--- src/rtl/rnn_matvec_mac.sv ---
// rnn_matvec_mac
//   Sequential matrix-vector MAC engine: y = W*x using one signed multiplier.
//   Fetches one W/x element pair per cycle from rnn storage, accumulates a
//   row at full precision, then emits the scaled and saturated row result.
//
// Ports
//   clk, rst       clock, asynchronous active-high reset
//   start          begin a computation (sampled only when idle)
//   busy, done     run in progress / one-cycle completion pulse
//   w_row, w_col   weight element address; w_data returns it combinationally
//   x_idx          input vector element address (== w_col); x_data returns it
//   y_valid        one-cycle strobe qualifying y_idx / y_data
//   y_idx, y_data  output row index and saturated fixed-point result
`timescale 1ns/1ps
module rnn_matvec_mac #(
    parameter int ROWS = 4,
    parameter int COLS = 4,
    parameter int DW   = 16,
    parameter int FRAC = 8,
    parameter int AW   = 8
) (
    input  logic          clk,
    input  logic          rst,
    input  logic          start,
    output logic          busy,
    output logic          done,
    output logic [AW-1:0] w_row,
    output logic [AW-1:0] w_col,
    input  logic [DW-1:0] w_data,
    output logic [AW-1:0] x_idx,
    input  logic [DW-1:0] x_data,
    output logic          y_valid,
    output logic [AW-1:0] y_idx,
    output logic [DW-1:0] y_data
);

    // Headroom of clog2(COLS)+1 bits above the full product keeps a whole
    // row sum exact.
    localparam int ACW = 2*DW + $clog2(COLS) + 1;

    localparam logic [AW-1:0] LAST_ROW = AW'(ROWS-1);
    localparam logic [AW-1:0] LAST_COL = AW'(COLS-1);

    localparam logic signed [ACW-1:0] SAT_MAX = {{(ACW-DW+1){1'b0}}, {(DW-1){1'b1}}};
    localparam logic signed [ACW-1:0] SAT_MIN = {{(ACW-DW+1){1'b1}}, {(DW-1){1'b0}}};

    typedef enum logic [1:0] {IDLE, MAC, EMIT, DONE} state_t;

    state_t                 state, state_nxt;
    logic [AW-1:0]          row, col;
    logic signed [ACW-1:0]  acc;
    logic signed [2*DW-1:0] prod;
    logic signed [ACW-1:0]  scaled;
    logic [DW-1:0]          sat_val;

    assign prod = $signed(w_data) * $signed(x_data);

    // Arithmetic shift: truncation toward negative infinity, no rounding.
    assign scaled = acc >>> FRAC;

    always_comb begin
        sat_val = scaled[DW-1:0];
        if (scaled > SAT_MAX)
            sat_val = SAT_MAX[DW-1:0];
        else if (scaled < SAT_MIN)
            sat_val = SAT_MIN[DW-1:0];
    end

    always_ff @(posedge clk or posedge rst) begin
        if (rst)
            state <= IDLE;
        else
            state <= state_nxt;
    end

    always_comb begin
        state_nxt = state;
        case (state)
            IDLE: if (start) state_nxt = MAC;
            MAC:  if (col == LAST_COL) state_nxt = EMIT;
            EMIT: state_nxt = (row == LAST_ROW) ? DONE : MAC;
            DONE: state_nxt = IDLE;
            default: state_nxt = IDLE;
        endcase
    end

    always_ff @(posedge clk or posedge rst) begin
        if (rst) begin
            row <= '0;
            col <= '0;
            acc <= '0;
        end else begin
            case (state)
                IDLE: begin
                    row <= '0;
                    col <= '0;
                    acc <= '0;
                end
                MAC: begin
                    acc <= acc + ACW'(prod);
                    if (col != LAST_COL)
                        col <= col + AW'(1);
                end
                EMIT: begin
                    acc <= '0;
                    col <= '0;
                    if (row != LAST_ROW)
                        row <= row + AW'(1);
                end
                DONE: begin
                    // Counters return to zero so addresses read 0 while idle.
                    row <= '0;
                    col <= '0;
                end
                default: begin
                    row <= '0;
                    col <= '0;
                    acc <= '0;
                end
            endcase
        end
    end

    // Moore outputs decoded from registered state and counters.
    assign busy    = (state != IDLE);
    assign done    = (state == DONE);
    assign y_valid = (state == EMIT);
    assign y_idx   = y_valid ? row : '0;
    assign y_data  = y_valid ? sat_val : '0;
    assign w_row   = row;
    assign w_col   = col;
    assign x_idx   = col;

endmodule

--- config.mk ---
export PLATFORM = sky130hd
export DESIGN_NAME = rnn_matvec_mac
export DESIGN_NICKNAME = d
export VERILOG_FILES = /design/src/rtl/rnn_matvec_mac.sv
export SDC_FILE = /design/constraint.sdc
export NUM_CORES = 1
export LEC_CHECK = 0
export ABC_AREA = 1
export BUFFER_PORTS_ARGS = -buffer_cell sky130_fd_sc_hd__buf_2
export CORE_ASPECT_RATIO = 0.6
export CORE_MARGIN = 8
export CORE_UTILIZATION = 30
export CTS_BUF_LIST = sky130_fd_sc_hd__clkbuf_4 sky130_fd_sc_hd__clkbuf_8 sky130_fd_sc_hd__clkbuf_16
export DETAILED_ROUTE_END_ITERATION = 16
export PLACE_DENSITY = 0.56
export SLEW_MARGIN = 20
export SYNTH_ARGS = -nofsm -noshare
export SYNTH_HDL_FRONTEND = slang
export SYNTH_SLANG_ARGS = --single-unit
--- constraint.sdc ---
create_clock -name clk -period 10.6 [get_ports clk]
set_input_delay 1.59 -clock clk [delete_from_list [all_inputs] [get_ports clk]]
set_output_delay 1.59 -clock clk [all_outputs]
set_load 0.02 [all_outputs]
# [After elaboration in Yosys (flattened, before gate mapping)]
# Index checks and enable logic that the tools add are counted.
[classes] addsub=3 multipliers=1 magnitude_cmp=2 eq_ne=11 n_mux=13 n_reduce_logical=9
[ops] op="$pmux 35 s2" count=1
[ops] op="$mux 16" count=3
[ops] op="$add 35x32->35" count=1
[ops] op="$mul 16x16->32" count=1
[ops] op="$pmux 8 s2" count=2
[ops] op="$gt 27x16->1 const B" count=1
[ops] op="$lt 27x16->1 const B" count=1
[ops] op="$mux 8" count=3
[ops] op="$add 8x1->8 const B" count=2
[ops] op="$eq 8x2->1 const B" count=2
[ops] op="$ne 8x2->1 const B" count=2
[ops] op="$pmux 2 s4" count=1
[ops] op="$mux 2" count=3
[ops] op="$ne 2x2->1 const B" count=3
[ops] op="$reduce_bool 2->1" count=3
[ops] op="$eq 2x2->1 const B" count=2
[ops] op="$reduce_and 2->1" count=2
[ops] op="$reduce_or 2->1" count=2
[ops] op="$reduce_or 3->1" count=1
[ops] op="$eq 2x1->1 const B" count=1
[ops] op="$logic_not 2->1" count=1
[ops] op="$ne 2x1->1 const B" count=1
[word_totals] ff_bits=53 in_bits=35 wordCells=43

# [Logic depth before layout (Yosys ltp)]
[depth] depth_word=4 ltp_mapped=28

# [Worst setup path after synthesis]
# No wires, ideal clock.
[synth_path] kind="input-to-reg" from="in x_data[6]" to="reg acc[34]" setup_ps=117 t_arrival_ps=6772 slack_ps=3711 stages=25 n_path_buf=2 cell_sequence="clkbuf_1 > clkbuf_1 > nand2_1 > fa_1 > inv_1 > fa_1 > fa_1 > inv_1 > fa_1 > inv_1 > fa_1 > inv_1 > fa_1 > inv_1 > ha_1 > nand2_1 > inv_1 > nand2_1 > nor3_1 > and2_4 > nand2_1 > nand2_1 > nand2_1 > nand3_1 > nand2_1"
[synth_between] elab_chain_cells=3
[synth_rtl] element="start, declared" line="31" text="input logic [DW-1:0] x_data,"
[synth_rtl] element="$mul 16x16->32" line="56" text="assign prod = $signed(w_data) * $signed(x_data);"
[synth_rtl] element="$add 35x32->35" line="100" text="acc <= acc + ACW'(prod);"
[synth_rtl] element="$pmux 35 s2" line="93" text="case (state)"
[synth_rtl] element="end signal, assigned" line="100"
[synth_rtl] element="end, declared" line="51" text="logic signed [ACW-1:0] acc;"
# Every way passes these cells.
# A chain may end at the register's enable or synchronous reset.

# [Final worst setup path]
[layout_path] from="in x_data[2]" to="reg acc[34]"
# The elaborated chain is that of the path after synthesis.

==> results.toml <==
[outcome]
status = "completed"

[drt]
drtIter0Drc = 888
drt_first_pass_iters = 5
wl_per_cell_um = 15.7
drc_errors = 0
drt-vias-per-instance = 4.50
vias = 12000
routed_wl_um = 42100
ant_nets = 0

[synth]
synth_top_area_cell = "fa_1"
synthCells = 1998
synth_cell_types = 44
synth.avg_cell_area_um2 = 7.60
synthTopCellsByArea = "fa_1, inv_1, nand2_1"
ys_ff_latch = 53
netlist.area_leader.share_pct = 40.9
yosysWarningCount = 0
yosysSeqAreaShare_pct = 8.73
netlist_area_um2 = 15200
synth_nets = 2455

[worst_setup_path]
cp_max_fo = 16
r2r-start = "acc[15]$_DFFE_PP0P_"
worstPathArrival_ps = 7360
critical_path_buf_inv_count = 7
critPathSlowestCell = "fa_1"
rr_endpoint = "acc[34]$_DFFE_PP0P_"
reg2reg_depth = 20
path_common_cell = "nand2_1"
crit_path_cell_trace = "buf_2 -> nand2_1 -> inv_1 -> fa_1 -> fa_1 -> fa_1 -> inv_1 -> fa_1 -> inv_1 -> fa_1 -> inv_1 -> fa_1 -> inv_1 -> ha_1 -> nand2_1 -> inv_1 -> nand2_1 -> nor3_1 -> and2_4 -> nand2_1 -> nand2_1 -> nand2_1 -> nand3_1 -> nand2_1"
path_class = "input port to flip-flop"
worstPathRequired_ps = 10800
startpoint_type = "input port"
critPathMaxStageDelay_ps = 740
r2r_slack_ps = 5860
cpLargestDelayFamily = "adder cells"
cp-end-kind = "flip-flop"

[global_route]
grt_pass1_wl_um = 70100
grtUsageTotal_pct = 15.0
grt_start_max_net_pins = 54
first_global_vias = 12700
grt_antenna_before_repair = 0
gr-total-overflow = 0

[clock_network]
cts_made_buffers = 5
htreeDepth = 2
cts.path.max_buffers = 2
cts-resized-gates = 0
cts_tree = "yes"
clk_transition_reported_paths_ps = 80
insertion_delay_ps = 320
cts_sinks = 53
clockRootBuffer = "clkbuf_16"
cts_setup_buffers = 0
ctsHoldBuffers = 0

[hold_path]
holdPathEnd = "acc[1]$_DFFE_PP0P_"
hp-start = "acc[1]$_DFFE_PP0P_"
hold_depth = 1
hold_path_class = "flip-flop to flip-flop"

[sta]
relSlewSlack_pct = 37.9
post-route-period-util_pct = 67.5
timing.fmax_mhz = 140
final.min_clock_period_ps = 7160
drv_slew = 0
rsz0062_at_grt = "false"
setup-tns-final_ps = 0
max_slew.worst_pin.slew_ps = 929
finalClockSkew_ps = 14.5
hold_viol_final = 0
setup_viol = 0

[floorplanning]
die_y_um = 190
die_area_um2 = 58300
core_area_um2 = 50400
num_io_pins = 86
start_util_pct = 30.1
fp-row-count = 64
chipWidth_um = 306

[layout]
design_area_um2 = 16300
post-route-util_pct = 32.3
final_cells = 2674
synthToLayoutAreaGrowth_pct = 7.13
diodes = 0
nets = 2470
drive_above_1_share_pct = 6.55

[place]
place_inst = 2666
postPlaceCellArea_um2 = 16100
dp_hpwl_um = 37000
gp_congestion = 0.864
port_buffers = 85

[job]
maxCapViolations = 0
flip-flops by register name, summed over array words and instances (netlist names):
register and count:
acc 35, w_col 8, w_row 8, state 2
Yosys cell counts, drive strengths merged:
cell / n
o21ai: 37
a21boi: 1
buf: 13
nor2: 72
fa: 310
nor4: 6
and2: 2
inv: 624
xor2: 5
or2: 3
nor3: 11
a31oi: 1
a22o: 5
nand4: 13
clkbuf: 67
a32o: 2
ha: 112
nand3b: 3
o22ai: 5
a31o: 1
a211oi: 1
dfrtp: 53
and3: 2
nand3: 57
a21oi: 55
o21bai: 4
nor3b: 2
a21o: 2
o21a: 1
o22a: 1
nand2: 525
o31ai: 2
cells by family after synthesis:
logic type	share of synthesized area (%)
AOI/OAI and AO/OA	4.36
xor gates and xnor gates	0.288
adders and majority gates	50.1
buffers and inverters	17.7
DFF	8.73
and+or+nand+nor	18.9
metrics by stage:
step	setup slack (ps)	hold WS [ps]
after global routing	3080	544
after floorplan	3710	459
final	3440	520
after detailed placement	3160	504
after CTS	3480	525
after global placement	3230	500
cells in the final DEF, fill, tap and decap left out, drive strengths merged, types with 13 or more instances in the layout:
master / count
o21ai: 37
nor2: 72
ha: 112
fa: 310
nand3: 57
a21oi: 55
nand2: 525
buf: 88
inv: 624
dfrtp: 53
nand4: 13
layout make-up:
type	count	area (µm²)
Inverter	624	2340
Tap cell	660	826
Multi-Input combinational cell	1241	11200
Clock inverter	2	15.0
Sequential cell	53	1330
Fill cell	5446	34200
Timing Repair Buffer	88	448
Clock buffer	6	133
worst max-delay path by stage:
stage,from,end,slack [ps],cells after the start
floorplan,x_data[6],acc[34]$_DFFE_PP0P_,3710,25
global placement,x_data[1],acc[34]$_DFFE_PP0P_,3230,24
detailed placement,x_data[1],acc[32]$_DFFE_PP0P_,3160,23
CTS,x_data[1],acc[34]$_DFFE_PP0P_,3480,24
global route,x_data[1],acc[31]$_DFFE_PP0P_,3080,23
finish,x_data[2],acc[34]$_DFFE_PP0P_,3440,24
layer usage:
layer | wire (µm) | GRT usage [%] | up-vias
li1 | - | - | 5712
met1 | 22600 | 24.8 | 5973
met2 | 16600 | 21.0 | 333
met3 | 2660 | 1.83 | 10
met4 | 185 | 1.49 | 0
met5 | 0 | 0 | -
Power is not shown: default switching activity piles up to over one toggle a cycle in this logic, so the estimate is an artifact.
